===== src/rtl/pipeline_ctrl_if.sv =====
// Pipeline control bus: hazard information flowing from the datapath into the
// stall/flush sequencer, and register enables/flushes flowing back out.
interface pipeline_ctrl_if #(
  parameter int REG_ADDR_W = 5,
  parameter int CNT_W      = 32
);
  // Hazard sources from the ID, EX and MEM stages
  logic [REG_ADDR_W-1:0] id_rs1;
  logic [REG_ADDR_W-1:0] id_rs2;
  logic                  id_use_rs1;
  logic                  id_use_rs2;
  logic [REG_ADDR_W-1:0] ex_rd;
  logic                  ex_is_load;
  logic                  ex_branch_taken;
  logic                  ex_mdu_op;
  logic                  mdu_done;
  logic                  mem_req;
  logic                  dmem_ready;

  // Controls back to the PC, pipeline registers and MDU
  logic                  mdu_start;
  logic                  pc_en;
  logic                  ifid_en;
  logic                  idex_en;
  logic                  exmem_en;
  logic                  memwb_en;
  logic                  ifid_flush;
  logic                  idex_flush;
  logic                  exmem_flush;
  logic                  memwb_flush;
  logic                  mem_fault;
  logic [CNT_W-1:0]      stall_cycles;

  // Datapath side: reports hazards, obeys enables/flushes
  modport master (
    output id_rs1, id_rs2, id_use_rs1, id_use_rs2, ex_rd, ex_is_load,
           ex_branch_taken, ex_mdu_op, mdu_done, mem_req, dmem_ready,
    input  mdu_start, pc_en, ifid_en, idex_en, exmem_en, memwb_en,
           ifid_flush, idex_flush, exmem_flush, memwb_flush,
           mem_fault, stall_cycles
  );

  // Sequencer side: consumes hazards, produces enables/flushes
  modport slave (
    input  id_rs1, id_rs2, id_use_rs1, id_use_rs2, ex_rd, ex_is_load,
           ex_branch_taken, ex_mdu_op, mdu_done, mem_req, dmem_ready,
    output mdu_start, pc_en, ifid_en, idex_en, exmem_en, memwb_en,
           ifid_flush, idex_flush, exmem_flush, memwb_flush,
           mem_fault, stall_cycles
  );
endinterface


===== src/rtl/pipeline_ctrl.sv =====
// Central stall/flush sequencer for the 5-stage pipeline. Resolves load-use
// hazards, taken-branch redirects, multi-cycle MDU ops and data-memory wait
// states. Flushes are ORed into each register's reset, so they beat enables.
module pipeline_ctrl #(
  parameter int unsigned MEM_TIMEOUT = 64,
  parameter int          CNT_W       = 32,
  parameter int          REG_ADDR_W  = 5
) (
  input  logic           clk,
  input  logic           reset,
  pipeline_ctrl_if.slave bus
);

  typedef enum logic [1:0] {RUN, MEM_WAIT, MDU_WAIT, FAULT} state_e;

  localparam logic [15:0]      TIMEOUT = 16'(MEM_TIMEOUT);
  localparam logic [CNT_W-1:0] CNT_MAX = '1;

  state_e           state_q, state_d;
  logic [15:0]      wait_cnt_q, wait_cnt_d;
  logic [CNT_W-1:0] stall_cycles_q, stall_cycles_d;
  logic             mem_fault_q, mem_fault_d;

  logic [REG_ADDR_W-1:0] id_rs1, id_rs2, ex_rd;
  logic load_use, mem_stall, mdu_stall;

  logic pc_en, ifid_en, idex_en, exmem_en, memwb_en;
  logic ifid_flush, idex_flush, exmem_flush, memwb_flush;
  logic mdu_start;

  assign id_rs1 = bus.id_rs1;
  assign id_rs2 = bus.id_rs2;
  assign ex_rd  = bus.ex_rd;

  // x0 is never a real dependency, so a load to x0 never stalls the consumer
  assign load_use  = bus.ex_is_load && (ex_rd != '0) &&
                     ((bus.id_use_rs1 && (id_rs1 == ex_rd)) ||
                      (bus.id_use_rs2 && (id_rs2 == ex_rd)));
  assign mem_stall = bus.mem_req && !bus.dmem_ready;
  assign mdu_stall = bus.ex_mdu_op && !bus.mdu_done;

  // State register plus timeout counter, stall counter and sticky fault flag
  always_ff @(posedge clk) begin
    if (reset) begin
      state_q        <= RUN;
      wait_cnt_q     <= '0;
      stall_cycles_q <= '0;
      mem_fault_q    <= 1'b0;
    end else begin
      state_q        <= state_d;
      wait_cnt_q     <= wait_cnt_d;
      stall_cycles_q <= stall_cycles_d;
      mem_fault_q    <= mem_fault_d;
    end
  end

  // Next-state: the timeout counter counts consecutive stalled memory cycles,
  // including the RUN cycle that first saw the stall, and faults on the edge
  // where that count reaches MEM_TIMEOUT
  always_comb begin
    state_d     = state_q;
    wait_cnt_d  = wait_cnt_q;
    mem_fault_d = mem_fault_q;
    case (state_q)
      RUN: begin
        if (mem_stall) begin
          if (TIMEOUT <= 16'd1) begin
            state_d     = FAULT;
            mem_fault_d = 1'b1;
            wait_cnt_d  = '0;
          end else begin
            state_d    = MEM_WAIT;
            wait_cnt_d = 16'd1;
          end
        end else if (mdu_stall) begin
          state_d = MDU_WAIT;
        end
      end
      MEM_WAIT: begin
        if (!mem_stall) begin
          state_d    = RUN;
          wait_cnt_d = '0;
        end else if ((wait_cnt_q + 16'd1) >= TIMEOUT) begin
          state_d     = FAULT;
          mem_fault_d = 1'b1;
          wait_cnt_d  = '0;
        end else begin
          wait_cnt_d = wait_cnt_q + 16'd1;
        end
      end
      MDU_WAIT: begin
        if (bus.mdu_done) state_d = RUN;
      end
      FAULT: begin
        state_d = FAULT;
      end
      default: begin
        state_d = RUN;
      end
    endcase
  end

  // Output decode: reset bubbles everything, otherwise first matching hazard wins
  always_comb begin
    pc_en       = 1'b1;
    ifid_en     = 1'b1;
    idex_en     = 1'b1;
    exmem_en    = 1'b1;
    memwb_en    = 1'b1;
    ifid_flush  = 1'b0;
    idex_flush  = 1'b0;
    exmem_flush = 1'b0;
    memwb_flush = 1'b0;
    mdu_start   = 1'b0;
    if (reset) begin
      pc_en       = 1'b0;
      ifid_en     = 1'b0;
      idex_en     = 1'b0;
      exmem_en    = 1'b0;
      memwb_en    = 1'b0;
      ifid_flush  = 1'b1;
      idex_flush  = 1'b1;
      exmem_flush = 1'b1;
      memwb_flush = 1'b1;
    end else if (state_q == FAULT) begin
      pc_en    = 1'b0;
      ifid_en  = 1'b0;
      idex_en  = 1'b0;
      exmem_en = 1'b0;
      memwb_en = 1'b0;
    end else begin
      mdu_start = (state_q == RUN) && bus.ex_mdu_op && !mem_stall;
      if (mem_stall) begin
        pc_en       = 1'b0;
        ifid_en     = 1'b0;
        idex_en     = 1'b0;
        exmem_en    = 1'b0;
        memwb_flush = 1'b1;
      end else if (mdu_stall) begin
        pc_en       = 1'b0;
        ifid_en     = 1'b0;
        idex_en     = 1'b0;
        exmem_flush = 1'b1;
      end else if (bus.ex_branch_taken) begin
        ifid_flush = 1'b1;
        idex_flush = 1'b1;
      end else if (load_use) begin
        pc_en      = 1'b0;
        ifid_en    = 1'b0;
        idex_flush = 1'b1;
      end
    end
  end

  // Saturating count of cycles in which the PC is held
  always_comb begin
    stall_cycles_d = stall_cycles_q;
    if (!pc_en && (stall_cycles_q != CNT_MAX)) begin
      stall_cycles_d = stall_cycles_q + CNT_W'(1);
    end
  end

  assign bus.pc_en        = pc_en;
  assign bus.ifid_en      = ifid_en;
  assign bus.idex_en      = idex_en;
  assign bus.exmem_en     = exmem_en;
  assign bus.memwb_en     = memwb_en;
  assign bus.ifid_flush   = ifid_flush;
  assign bus.idex_flush   = idex_flush;
  assign bus.exmem_flush  = exmem_flush;
  assign bus.memwb_flush  = memwb_flush;
  assign bus.mdu_start    = mdu_start;
  assign bus.mem_fault    = mem_fault_q;
  assign bus.stall_cycles = stall_cycles_q;

endmodule

===== src/flat_wrapper.sv =====
// flat-port wrapper written by rule: the top's interface ports become plain ports
module pipeline_ctrl_flat 
#(
  parameter int unsigned MEM_TIMEOUT = 64,
  parameter int          CNT_W       = 32,
  parameter int          REG_ADDR_W  = 5
)
  (clk, reset, bus_id_rs1, bus_id_rs2, bus_id_use_rs1, bus_id_use_rs2, bus_ex_rd, bus_ex_is_load, bus_ex_branch_taken, bus_ex_mdu_op, bus_mdu_done, bus_mem_req, bus_dmem_ready, bus_mdu_start, bus_pc_en, bus_ifid_en, bus_idex_en, bus_exmem_en, bus_memwb_en, bus_ifid_flush, bus_idex_flush, bus_exmem_flush, bus_memwb_flush, bus_mem_fault, bus_stall_cycles);
  pipeline_ctrl_if #(.REG_ADDR_W(REG_ADDR_W), .CNT_W(CNT_W)) bus_i ();
  input  logic clk;
  input  logic reset;
  input wire logic [$bits(bus_i.id_rs1)-1:0] bus_id_rs1;
  input wire logic [$bits(bus_i.id_rs2)-1:0] bus_id_rs2;
  input wire logic [$bits(bus_i.id_use_rs1)-1:0] bus_id_use_rs1;
  input wire logic [$bits(bus_i.id_use_rs2)-1:0] bus_id_use_rs2;
  input wire logic [$bits(bus_i.ex_rd)-1:0] bus_ex_rd;
  input wire logic [$bits(bus_i.ex_is_load)-1:0] bus_ex_is_load;
  input wire logic [$bits(bus_i.ex_branch_taken)-1:0] bus_ex_branch_taken;
  input wire logic [$bits(bus_i.ex_mdu_op)-1:0] bus_ex_mdu_op;
  input wire logic [$bits(bus_i.mdu_done)-1:0] bus_mdu_done;
  input wire logic [$bits(bus_i.mem_req)-1:0] bus_mem_req;
  input wire logic [$bits(bus_i.dmem_ready)-1:0] bus_dmem_ready;
  output wire logic [$bits(bus_i.mdu_start)-1:0] bus_mdu_start;
  output wire logic [$bits(bus_i.pc_en)-1:0] bus_pc_en;
  output wire logic [$bits(bus_i.ifid_en)-1:0] bus_ifid_en;
  output wire logic [$bits(bus_i.idex_en)-1:0] bus_idex_en;
  output wire logic [$bits(bus_i.exmem_en)-1:0] bus_exmem_en;
  output wire logic [$bits(bus_i.memwb_en)-1:0] bus_memwb_en;
  output wire logic [$bits(bus_i.ifid_flush)-1:0] bus_ifid_flush;
  output wire logic [$bits(bus_i.idex_flush)-1:0] bus_idex_flush;
  output wire logic [$bits(bus_i.exmem_flush)-1:0] bus_exmem_flush;
  output wire logic [$bits(bus_i.memwb_flush)-1:0] bus_memwb_flush;
  output wire logic [$bits(bus_i.mem_fault)-1:0] bus_mem_fault;
  output wire logic [$bits(bus_i.stall_cycles)-1:0] bus_stall_cycles;
  assign bus_i.id_rs1 = bus_id_rs1;
  assign bus_i.id_rs2 = bus_id_rs2;
  assign bus_i.id_use_rs1 = bus_id_use_rs1;
  assign bus_i.id_use_rs2 = bus_id_use_rs2;
  assign bus_i.ex_rd = bus_ex_rd;
  assign bus_i.ex_is_load = bus_ex_is_load;
  assign bus_i.ex_branch_taken = bus_ex_branch_taken;
  assign bus_i.ex_mdu_op = bus_ex_mdu_op;
  assign bus_i.mdu_done = bus_mdu_done;
  assign bus_i.mem_req = bus_mem_req;
  assign bus_i.dmem_ready = bus_dmem_ready;
  assign bus_mdu_start = bus_i.mdu_start;
  assign bus_pc_en = bus_i.pc_en;
  assign bus_ifid_en = bus_i.ifid_en;
  assign bus_idex_en = bus_i.idex_en;
  assign bus_exmem_en = bus_i.exmem_en;
  assign bus_memwb_en = bus_i.memwb_en;
  assign bus_ifid_flush = bus_i.ifid_flush;
  assign bus_idex_flush = bus_i.idex_flush;
  assign bus_exmem_flush = bus_i.exmem_flush;
  assign bus_memwb_flush = bus_i.memwb_flush;
  assign bus_mem_fault = bus_i.mem_fault;
  assign bus_stall_cycles = bus_i.stall_cycles;
  pipeline_ctrl #(.MEM_TIMEOUT(MEM_TIMEOUT), .CNT_W(CNT_W), .REG_ADDR_W(REG_ADDR_W)) u_core (.clk(clk), .reset(reset), .bus(bus_i));
endmodule

===== config.mk =====
export PLATFORM = sky130hd
export DESIGN_NAME = pipeline_ctrl_flat
export DESIGN_NICKNAME = d
export VERILOG_FILES = /design/src/rtl/pipeline_ctrl_if.sv /design/src/rtl/pipeline_ctrl.sv /design/src/flat_wrapper.sv
export SDC_FILE = /design/constraint.sdc
export NUM_CORES = 1
export LEC_CHECK = 0
export BUFFER_PORTS_ARGS = -buffer_cell sky130_fd_sc_hd__buf_2
export CORE_UTILIZATION = 52
export CTS_BUF_LIST = sky130_fd_sc_hd__clkbuf_8
export DETAILED_ROUTE_END_ITERATION = 6
export HOLD_SLACK_MARGIN = 0.12
export PLACE_DENSITY = 0.81
export SLEW_MARGIN = 20
export SYNTH_ARGS = -nofsm -noshare
export SYNTH_HDL_FRONTEND = slang
export SYNTH_SLANG_ARGS = --single-unit

===== constraint.sdc =====
create_clock -name clk -period 3 [get_ports clk]
set_input_delay 0.3 -clock clk [delete_from_list [all_inputs] [get_ports clk]]
set_output_delay 0.3 -clock clk [all_outputs]
set_load 0.05 [all_outputs]

* Yosys cells after proc, flatten, opt, wreduce, memory -nomap -nowiden
Cells that the tools add are included.
Word-level totals: flip-flop bits (word level) 51, input bits 25
Cells by class: order comparisons 1, equal/unequal tests 10, $add $sub $neg 2, muxes and demuxes 45, reduce and logical (&&, ||, !) cells 20
Operator list (count):
- $mux 16 | 3
- $mux 1 | 35
- $add 32x1->32 const B | 1
- $ne 32x32->1 const B | 1
- $pmux 16 s2 | 1
- $add 16x1->16 const B | 1
- $ge 16x7->1 const B | 1
- $eq 5x5->1 | 2
- $mux 2 | 5
- $logic_and 1x1->1 | 9
- $pmux 2 s4 | 1
- $reduce_and 3->1 | 2
- $reduce_bool 5->1 | 1
- $eq 2x2->1 const B | 2
- $logic_not 1->1 | 4
- $ne 3x1->1 const B | 1
- $ne 3x3->1 const B | 1
- $eq 2x1->1 const B | 1
- $logic_not 2->1 | 1
- $ne 2x1->1 const B | 1
- $ne 2x2->1 const B | 1
- $reduce_and 2->1 | 1
- $reduce_bool 2->1 | 1
- $logic_or 1x1->1 | 1

* Depth between registers and ports, before layout
depth in word-level cells 12, mapped depth 9, mapped depth without buffers 8

* Worst setup path after synthesis
No wires, ideal clock.
path type in2out, start input reset, end output bus_mdu_start, cell stages on the path 3, path slack 493 ps, data required time 2700 ps, arrival 2207 ps, path through clkbuf_1 > clkbuf_1 > nor4_1
Between the ends: longest elaborated chain between the ends 1
Ends and longest elaborated chain:
- start: declaration | line flat_wrapper.sv:11 | input logic reset;
- $mux 1 | line pipeline_ctrl.sv:115 | if (reset) begin
- end: declaration | line flat_wrapper.sv:23 | output wire logic [$bits(bus_i.mdu_start)-1:0] bus_mdu_start;
No other way between the ends.

* Final worst setup path
start register u_core.stall_cycles_q[0], in the netlist u_core.bus.stall_cycles[0], end register u_core.stall_cycles_q[23], in the netlist u_core.bus.stall_cycles[23]
Between the ends: longest elaborated chain between the ends 2
Ends and longest elaborated chain:
- start: declaration | line pipeline_ctrl.sv:21 | logic [CNT_W-1:0] stall_cycles_q, stall_cycles_d;
- start signal: assignment | line pipeline_ctrl.sv:52 | stall_cycles_q <= stall_cycles_d;
- branches (longest 2 deep; another with $add 32x1->32)
Parallel ways; which one is timed is not known. A chain may end at the register's enable or synchronous reset.

==> results by group <==
Yosys
  – Syn Nets: 365
  – Sequential-to-total area share from yosys stat: 36.7%
  – Async S/R FF share, synth: 0%
  – Yosys reg bits: 51
  – Post-Synthesis Cells: 338
  – Post-synth EDFFs: 0
  – Netlist Area Pre-Place: 2780 µm²
  – Yosys cell types: 50
  – Synth warn: 0
  – Synth Area per Inst: 8.24 µm²
  – Most used DFF post-synth: dfxtp_1

STA
  – Slew Limit Fails: 0
  – Post-route minimum period: 2.38 ns
  – Sum Neg Setup Slack: 0 ns
  – Max Freq: 421 MHz
  – RSZ-0062 raised after global routing: no
  – Final setup viols: 0
  – Max_slew headroom: 49.1%
  – Setup ws final: 0.624 ns
  – Crit share post-route: 79.2%
  – Setup Skew: 0.00407 ns
  – Final hold vios: 0
  – Slew @ Worst Pin: 0.762 ns

Final layout
  – Final instance area: 3250 µm²
  – ANT cells: 0
  – Final nets: 428
  – Commonest cells after routing, fill and taps aside: buf_2 (67), dfxtp_1 (51), nor2_1 (41)
  – FILL cells: 479
  – Synth-to-layout area growth: 16.9%
  – Share of cells above drive strength 1: 21.1%
  – Util after Layout: 63.3%
  – Commonest non-fill, non-tap cell in the layout: buf_2

Hold path
  – Number of cells on the worst hold path: 4
  – Hold Path Sink: u_core.wait_cnt_q[2]
  – Tightest Hold Check Type: in2reg
  – HP Start: bus_dmem_ready

Power
  – Clock share of power: 36.6%
  – P_int: 1000 µW
  – Total Power: 1350 µW
  – Combinational fraction of design power: 11.8%
  – P_leak: 0.00132 µW
  – Net Switching: 341 µW
  – Max VDD drop: 0.302 mV
  – Pwr Density: 413 nW/µm²
  – Seq pwr share: 51.6%
  – Sw Ratio: 25.3%

Drt
  – Met3 WL: 288 µm
  – First-pass detailed-route iteration total: 4
  – Via density: 5.60
  – WL final: 5950 µm
  – Top sig layer: met4
  – DRC viols: 0
  – Metal-1 WL: 2840 µm
  – Drt wl/cell: 12.6 µm
  – DRT antenna net count: 0
  – DR vias: 2644
  – Initial drt markers: 177
  – Met2 wire len: 2740 µm

Floorplan
  – Full die area: 5650 µm²
  – Core Area: 5140 µm²
  – Io pins: 68
  – Site Rows: 26
  – DIE HEIGHT: 75.2 µm
  – Initial core utilization: 54.2%
  – Die X-Extent: 75.2 µm

Worst setup path
  – Crit path buffers/inverters: 0
  – Max FO, Critical Path: 16
  – Startpoint types: flip-flop
  – Data arrival, critical path: 2.61 ns
  – Slowest stage delay, CP: 0.51 ns
  – CP Cell Sequence: ha_1 > and3_1 > nand3_1 > or3_1 > nand3_4 > or4_1 > a21oi_1
  – CP delay by family, top: simple AND/OR/NAND/NOR gates
  – CP required: 3.24 ns
  – Critical path class: reg2reg
  – Flop2flop setup slack: 0.62 ns
  – RR Endpoint: u_core.bus.stall_cycles[23]
  – Worst reg2reg path depth: 7
  – Critical R2R Launch: u_core.bus.stall_cycles[0]
  – CP Capture Type: flip-flop
  – CP max-delay cell: or4_1

Global routing
  – GR Overflow Total: 0
  – Vias in the first global route: 2248
  – Overall routing resource usage: 21.8%
  – Initial antenna violation count: 0
  – Largest net degree at the start of global routing: 47
  – First-pass GRT wire length: 9640 µm

Clock network
  – Post-CTS setup buffers: 0
  – Post-CTS sizing: 0
  – CTS Buf Count: 5
  – Clock Tree Buf Depth: 2
  – Worst-path clk slew: 0.09 ns
  – H-tree lvl count: 2
  – Root Buffer: clkbuf_8
  – CTS Sinks: 51
  – Hold_buf cts: 0
  – CTS tree: done
  – Clock Latency Late Sink: 0.30 ns

Place
  – Final HPWL DP: 4270 µm
  – Port bufs: 67
  – Placer Congestion: 0.837
  – DP Worst Slack: 0.586 ns
  – Placement Cell Area: 3140 µm²

Run
  – Max-Cap Viols: 0

Outcome
  – Status: finished, final reports clean
metal layers:
metal	vias up	global-route usage (%)
met3	11	4.15
met2	77	36.1
met1	1219	28.5
li1	1337	-
met4	0	7.82
met5	-	0
cell usage after synthesis (5+ instances only):
library cell	n	share of area, %
a21oi_1	12	2.2
and2_1	15	3.4
and3_1	11	2.5
clkbuf_1	5	0.67
dfxtp_1	51	37
inv_1	8	1.1
nand2_1	27	3.6
nand3_1	34	6.1
nand4_1	17	3.8
nor2_1	41	5.5
o21ai_0	10	1.8
or3_1	7	1.6
or4_1	5	1.3
xnor2_1	14	4.4
xor2_1	20	6.3
cell type report:
| type | count | area [µm²] | area share [%] |
|---|---|---|---|
| inverter | 8 | 30.0 | 0.923 |
| multi-input combinational | 266 | 1650 | 50.6 |
| tap | 70 | 87.6 | 2.69 |
| clock inverter | 2 | 35.0 | 1.08 |
| sequential | 51 | 1020 | 31.4 |
| timing repair buffer | 69 | 350 | 10.8 |
| clock buffer | 6 | 82.6 | 2.54 |
metrics by stage:
stage | cells | hold slack (ns)
after floorplan | 338 | 0.448
after global placement | 464 | 0.455
after detailed placement | 464 | 0.464
after CTS | 472 | 0.376
after global routing | 472 | 0.416
final | 472 | 0.394
state kept, by name (all words and copies together), names as in the netlist, named ones only:
name / count
u_core.bus.stall_cycles: 32
u_core.wait_cnt_q: 16
u_core.bus.mem_fault: 1
u_core.state_q: 1
worst max path at each step:
| stage | start | endpoint | slack (ns) | depth (start not counted) |
|---|---|---|---|---|
| floorplan | reset | bus_mdu_start | 0.49 | 3 |
| global placement | bus_ex_rd[0] | u_core.bus.stall_cycles[20] | 0.66 | 9 |
| CTS | u_core.bus.stall_cycles[0] | u_core.bus.stall_cycles[23] | 0.62 | 7 |
| global route | u_core.bus.stall_cycles[0] | u_core.bus.stall_cycles[23] | 0.44 | 7 |
| finish | u_core.bus.stall_cycles[0] | u_core.bus.stall_cycles[23] | 0.62 | 7 |
| detailed placement | bus_ex_rd[0] | u_core.bus.stall_cycles[18] | 0.59 | 9 |
logic make-up after synthesis:
| family | share of synthesized area [%] |
|---|---|
| AO/OA/AOI/OAI | 12.4 |
| XOR/XNOR | 10.7 |
| buffers and inverters | 4.13 |
| adder cells (fa/ha/maj) | 0.899 |
| flip-flops | 36.7 |
| AND/OR/NAND/NOR | 35.2 |
power by group through the flow:
stage | Sequential, µW | Clock (µW) | Combinational [µW]
CTS | 694 | 502 | 159
global placement | 708 | 0 | 156
floorplan | 723 | 0 | 104
finish | 694 | 492 | 159
detailed placement | 710 | 0 | 159
global route | 696 | 532 | 171
worst reg2reg max path, delay by kind of cell, from the launching register on:
family / cells / cell delay, ns
compound gates: 1 / 0.15
fa+ha+maj: 1 / 0.24
flops: 1 / 0.37
simple gates: 5 / 1.57
(Power assumes the default switching activity.)
